`config.mk`:
```
export PLATFORM = sky130hd
export DESIGN_NAME = fetch_stage_flat
export DESIGN_NICKNAME = d
export VERILOG_FILES = /design/src/rtl/fetch_stage_pkg.sv /design/src/rtl/fetch_stage_if.sv /design/src/rtl/fetch_stage.sv /design/src/flat_wrapper.sv
export SDC_FILE = /design/constraint.sdc
export NUM_CORES = 1
export LEC_CHECK = 0
export BUFFER_PORTS_ARGS = -buffer_cell sky130_fd_sc_hd__buf_2
export CAP_MARGIN = 20
export CORE_MARGIN = 8
export CORE_UTILIZATION = 51
export CTS_BUF_LIST = sky130_fd_sc_hd__clkbuf_8
export DETAILED_ROUTE_END_ITERATION = 16
export PLACE_DENSITY = 0.86
export SLEW_MARGIN = 20
export SYNTH_ARGS = -nofsm -noshare
export SYNTH_HDL_FRONTEND = slang
export SYNTH_SLANG_ARGS = --single-unit
```
`constraint.sdc`:
```
create_clock -name clk -period 2.4 [get_ports clk]
set_clock_uncertainty 0.15 [all_clocks]
set_input_delay 0.24 -clock clk [delete_from_list [all_inputs] [get_ports clk]]
set_output_delay 0.24 -clock clk [all_outputs]
set_load 0.02 [all_outputs]
```
`src/rtl/fetch_stage_pkg.sv`:
```
// Shared types for the IF stage: 64/32-bit aliases, reset PC, the IF/ID payload and FSM states.
// Helper functions keep target alignment and bubble construction in one place.
package fetch_stage_pkg;

    typedef logic [63:0] u64;
    typedef logic [31:0] u32;

    localparam u64 RESET_PC = 64'h0000_0000_8000_0000;

    typedef struct packed {
        u32   raw_instr;
        u64   pc;
        logic is_bubble;
    } fetch_data_t;

    typedef enum logic [1:0] {
        FETCH = 2'd0,
        HOLD  = 2'd1,
        FLUSH = 2'd2
    } fetch_state_t;

    // Instructions are word aligned; the low two bits of a redirect target are discarded.
    function automatic u64 align_target(input u64 target);
        return target & ~64'h3;
    endfunction

    function automatic fetch_data_t make_bubble(input u64 pc);
        fetch_data_t d;
        d.raw_instr = '0;
        d.pc        = pc;
        d.is_bubble = 1'b1;
        return d;
    endfunction

    function automatic fetch_data_t make_instr(input u32 instr, input u64 pc);
        fetch_data_t d;
        d.raw_instr = instr;
        d.pc        = pc;
        d.is_bubble = 1'b0;
        return d;
    endfunction

endpackage

```
`src/rtl/fetch_stage_if.sv`:
```
// Instruction-bus request/response bundle between the fetch stage (master) and memory (slave).
interface fetch_stage_if;
    import fetch_stage_pkg::*;

    logic ireq_valid;
    u64   ireq_addr;
    logic iresp_data_ok;
    u32   iresp_data;

    modport master (
        output ireq_valid,
        output ireq_addr,
        input  iresp_data_ok,
        input  iresp_data
    );

    modport slave (
        input  ireq_valid,
        input  ireq_addr,
        output iresp_data_ok,
        output iresp_data
    );

endinterface

```
`src/rtl/fetch_stage.sv`:
```
// IF stage: owns the PC, keeps one instruction request on the bus, and hands one
// fetch_data_t per cycle to IF/ID, absorbing bus latency, stalls and redirects.
module fetch_stage #(
    parameter logic [63:0] RESET_PC = 64'h0000_0000_8000_0000,
    parameter int unsigned PC_STEP  = 4
) (
    input  logic                       clk,
    input  logic                       reset,
    fetch_stage_if.master              ibus,
    input  logic                       stall_F,
    input  logic                       redirect_valid,
    input  logic [63:0]                redirect_pc,
    output fetch_stage_pkg::fetch_data_t dataF
);
    import fetch_stage_pkg::*;

    localparam logic [1:0] S_FETCH = FETCH;
    localparam logic [1:0] S_HOLD  = HOLD;
    localparam logic [1:0] S_FLUSH = FLUSH;

    localparam u64 STEP = 64'(PC_STEP);

    logic [1:0] state_q, state_d;
    u64         pc_q, pc_d;
    u64         req_addr_q, req_addr_d;
    u32         hold_instr_q, hold_instr_d;
    u64         flush_target_q, flush_target_d;
    u64         target;

    assign target = align_target(redirect_pc);

    // Next-state / next-PC select; redirect outranks both data_ok and stall_F.
    always_comb begin
        state_d        = state_q;
        pc_d           = pc_q;
        req_addr_d     = req_addr_q;
        hold_instr_d   = hold_instr_q;
        flush_target_d = flush_target_q;

        case (state_q)
            S_FETCH: begin
                if (redirect_valid) begin
                    if (ibus.iresp_data_ok) begin
                        pc_d = target;
                    end else begin
                        // The request in flight must still complete at its original address.
                        flush_target_d = target;
                        req_addr_d     = pc_q;
                        state_d        = S_FLUSH;
                    end
                end else if (ibus.iresp_data_ok) begin
                    if (!stall_F) begin
                        pc_d = pc_q + STEP;
                    end else begin
                        hold_instr_d = ibus.iresp_data;
                        state_d      = S_HOLD;
                    end
                end
            end
            S_HOLD: begin
                if (redirect_valid) begin
                    pc_d    = target;
                    state_d = S_FETCH;
                end else if (!stall_F) begin
                    pc_d    = pc_q + STEP;
                    state_d = S_FETCH;
                end
            end
            S_FLUSH: begin
                if (ibus.iresp_data_ok) begin
                    pc_d    = redirect_valid ? target : flush_target_q;
                    state_d = S_FETCH;
                end else if (redirect_valid) begin
                    flush_target_d = target;
                end
            end
            default: begin
                state_d = S_FETCH;
            end
        endcase
    end

    // Bus request and IF/ID payload; reset forces both quiet regardless of state.
    always_comb begin
        ibus.ireq_valid = 1'b0;
        ibus.ireq_addr  = pc_q;
        dataF           = make_bubble(pc_q);

        if (!reset) begin
            dataF = make_bubble(RESET_PC);
        end else begin
            case (state_q)
                S_FETCH: begin
                    ibus.ireq_valid = 1'b1;
                    if (ibus.iresp_data_ok && !redirect_valid) begin
                        dataF = make_instr(ibus.iresp_data, pc_q);
                    end
                end
                S_HOLD: begin
                    if (!redirect_valid) begin
                        dataF = make_instr(hold_instr_q, pc_q);
                    end
                end
                S_FLUSH: begin
                    ibus.ireq_valid = 1'b1;
                    ibus.ireq_addr  = req_addr_q;
                end
                default: begin
                    ibus.ireq_valid = 1'b0;
                end
            endcase
        end
    end

    always_ff @(posedge clk) begin
        if (!reset) begin
            state_q        <= S_FETCH;
            pc_q           <= RESET_PC;
            req_addr_q     <= RESET_PC;
            hold_instr_q   <= '0;
            flush_target_q <= RESET_PC;
        end else begin
            state_q        <= state_d;
            pc_q           <= pc_d;
            req_addr_q     <= req_addr_d;
            hold_instr_q   <= hold_instr_d;
            flush_target_q <= flush_target_d;
        end
    end

endmodule

```
`src/flat_wrapper.sv`:
```
// flat-port wrapper written by rule: the top's interface ports become plain ports
module fetch_stage_flat import fetch_stage_pkg::*;
#(
    parameter logic [63:0] RESET_PC = 64'h0000_0000_8000_0000,
    parameter int unsigned PC_STEP  = 4
)
  (clk, reset, stall_F, redirect_valid, redirect_pc, dataF, ibus_ireq_valid, ibus_ireq_addr, ibus_iresp_data_ok, ibus_iresp_data);
  fetch_stage_if ibus_i ();
  input  logic clk;
  input  logic reset;
  input  logic stall_F;
  input  logic redirect_valid;
  input  logic [63:0] redirect_pc;
  output fetch_stage_pkg::fetch_data_t dataF;
  output wire logic [$bits(ibus_i.ireq_valid)-1:0] ibus_ireq_valid;
  output wire logic [$bits(ibus_i.ireq_addr)-1:0] ibus_ireq_addr;
  input wire logic [$bits(ibus_i.iresp_data_ok)-1:0] ibus_iresp_data_ok;
  input wire logic [$bits(ibus_i.iresp_data)-1:0] ibus_iresp_data;
  assign ibus_ireq_valid = ibus_i.ireq_valid;
  assign ibus_ireq_addr = ibus_i.ireq_addr;
  assign ibus_i.iresp_data_ok = ibus_iresp_data_ok;
  assign ibus_i.iresp_data = ibus_iresp_data;
  fetch_stage #(.RESET_PC(RESET_PC), .PC_STEP(PC_STEP)) u_core (.clk(clk), .reset(reset), .ibus(ibus_i), .stall_F(stall_F), .redirect_valid(redirect_valid), .redirect_pc(redirect_pc), .dataF(dataF));
endmodule
```
==> results_dict.tcl <==
set metrics [dict create \
    cts_sinks 226 \
    vias_per_cell 6.03 \
    yosys_warnings 0 \
    overflow 0 \
    worstSetupPathType "flip-flop to flip-flop" \
    worst_setup_path_end_kind "flip-flop" \
    cp_slowest_stage_delay_ps 570 \
    cts_tree "yes" \
    fmax_mhz 415 \
    mostFrequentLayoutCells "413 x nand2_1, 242 x buf_2, 233 x a21oi_1" \
    dieArea_um2 28600 \
    htree_levels 2 \
    die_y_um 169 \
    ios 263 \
    cts.reportedPaths.clkPinSlew_ps 60 \
    startpoint_type "flip-flop" \
    finalCriticalPeriod_ps 2410 \
    worst_skew_pair.late_latency_ps 560 \
    die_x_um 169 \
    power.leakage_uw 0.00698 \
    routedWlPerCell_um 19.9 \
    netlist_area_um2 12000 \
    finalSetupViolCount 1 \
    cp_slowest_cell "dlygate4sd3_1" \
    place_ws_ps 11.7 \
    synth_top_area_share_pct 37.9 \
    slew_violations 0 \
    layout_commonest_cell "nand2_1" \
    slew-limit-headroom_pct 49.5 \
    vdd_drop_max_mv 0.518 \
    start_util_pct 51.4 \
    first_pass_iters 6 \
    cp_max_fo 17 \
    dp_hpwl_um 28500 \
    synthArstFlopShare_pct 0 \
    crit_chain "nor4b_4 > buf_4 > buf_12 > and2_4 > buf_12 > nand2_1 > a21oi_2 > dlygate4sd3_1" \
    syn_avg_cell_area_um2 7.27 \
    status "complete, but fails checks" \
    final_core_util_pct 70.9 \
    cts_buffers 41 \
    grt_max_degree 83 \
    nets 2143 \
    drive_gt1_share_pct 27.1 \
    placed_area_um2 14100 \
    syn_nets 1746 \
    violations "negative setup slack" \
    area_delta_synth_final_pct 38.0 \
    track_usage_pct 31.3 \
    yosys-top-cells-area "dfxtp_1 38%, nand2_1 13%, a21oi_1 10%" \
    ys.flop_type "dfxtp_1" \
    num_vias 14400 \
    antenna_found_initial 4 \
    ant_nets 0 \
    cts_max_path_buffers 3 \
    drt-initial-drc-count 1907 \
    post-place-cells 2190 \
    synth_cells 1644 \
    grt_setup_unrepaired "yes" \
    path_common_cell "buf_12" \
    num_rows 56 \
    ys_seq_area_share_pct 37.9 \
    power.density_nw_per_um2 582 \
    cp.required_ps 2740 \
    grt_pass1_vias 13800 \
    setup_ws_ps -11.2 \
    yosys.area.top_type "dfxtp_1" \
    routed_wl_um 47600 \
    placeableCoreArea_um2 23300 \
    finalNonFillerCells 2389 \
    synth_edf_count 0 \
    root_buffer "clkbuf_8" \
    max_slew.worst_pin.slew_ps 758 \
    ys_ff_latch 226 \
    fin_setup_tns_ps -11.2 \
    hold_viol 0 \
    period_share_pct 100 \
    ys_types 61 \
    drc 0 \
    cap_violations 0 \
    critPathArrivalTime_ps 2750 \
    routabilityCongestion 0.955 \
    grt_first_pass_wirelength_um 73200 \
    port_buffers 260 \
    fin_area_um2 16500 \
    min_path_type "input port to flip-flop" \
]
per-stage QoR:
stage | total power [µW] | hold slack [ps]
after CTS | 9510 | 122
after global placement | 5680 | 287
after detailed placement | 5720 | 295
after global routing | 9930 | 159
final | 9600 | 139
after floorplan | 5070 | 167
final timing paths:
check	startpoint	endpoint	slack, ps	cells after the start
max	u_core.state_q[0]	u_core.hold_instr_q[19]	-10	8
min	reset	u_core.pc_q[5]	140	4
max reg2reg	u_core.state_q[0]	u_core.hold_instr_q[19]	-10	8
min reg2reg	u_core.flush_target_q[61]	u_core.flush_target_q[61]	300	2
per-layer routing:
layer	track usage (%)	part of all wire, %
met3	7.66	12
met1	40.0	39
met2	49.8	46
met5	0	0.040
met4	13.0	3.8
report_power, final:
| group | switching (µW) | total (µW) | internal (µW) | leakage (µW) |
|---|---|---|---|---|
| Clock | 1640 | 3680 | 2040 | 0.000464 |
| Combinational | 1110 | 1860 | 748 | 0.00467 |
| Sequential | 136 | 4060 | 3920 | 0.00184 |
| Total | 2890 | 9600 | 6710 | 0.00698 |
cell type report:
class                   count  area (µm²)
multi-input cells        1257        6970
fillers                  1807        6770
flip-flops and latches    226        4540
repair buffers            500        3700
clock buffers              52         716
well taps                 319         399
clock inverters            17        97.6
inverters                  15        61.3
diodes                      3        7.51
what timing repair did:
item	CTS	global route
endpoints found under the hold margin	128	1
pin swaps	2	6
resized for setup	22	46
hold buffers	114	1
setup buffers	4	5
setup endpoints to repair	97	92
cloned	4	2
flip-flops by register name, summed over array words and instances (netlist names):
register               flops
u_core.req_addr_q         64
u_core.state_q             2
u_core.hold_instr_q       32
u_core.pc_q               64
u_core.flush_target_q     64
kinds of logic after synthesis:
kind of cell / Yosys count / share of synthesized area, %
simple gates: 741 / 28.5
compound gates: 434 / 20.9
flops: 226 / 37.9
buf+inv: 161 / 5.28
mux: 72 / 6.70
xor+xnor: 9 / 0.660
fa+ha+maj: 1 / 0.105
cells in the mapped netlist, types with 6 or more instances:
| cell | count |
|---|---|
| and3_1 | 18 |
| buf_1 | 12 |
| mux2_2 | 64 |
| nand2b_1 | 8 |
| and2_1 | 61 |
| nand3_1 | 34 |
| nor2_1 | 102 |
| and4_1 | 6 |
| or3_1 | 8 |
| xor2_1 | 6 |
| nand4_1 | 22 |
| dfxtp_1 | 226 |
| a211oi_1 | 17 |
| a22oi_1 | 34 |
| nand2_1 | 416 |
| a21oi_1 | 239 |
| nor3_1 | 22 |
| inv_1 | 14 |
| o22ai_1 | 6 |
| buf_2 | 14 |
| nor4_1 | 15 |
| o211ai_1 | 7 |
| a311oi_1 | 6 |
| o31a_1 | 8 |
| clkbuf_1 | 118 |
| mux2i_1 | 8 |
| a31oi_1 | 15 |
| a221oi_1 | 6 |
| o21ai_0 | 76 |
worst max-delay path, delay by kind of cell (launching register included):
family	cells	cell delay (ps)
AO/OA/AOI/OAI	1	180
flip-flops	1	370
buffers and inverters	4	1070
AND/OR/NAND/NOR	3	580
Note: power is estimated with default switching activity, not from simulation.
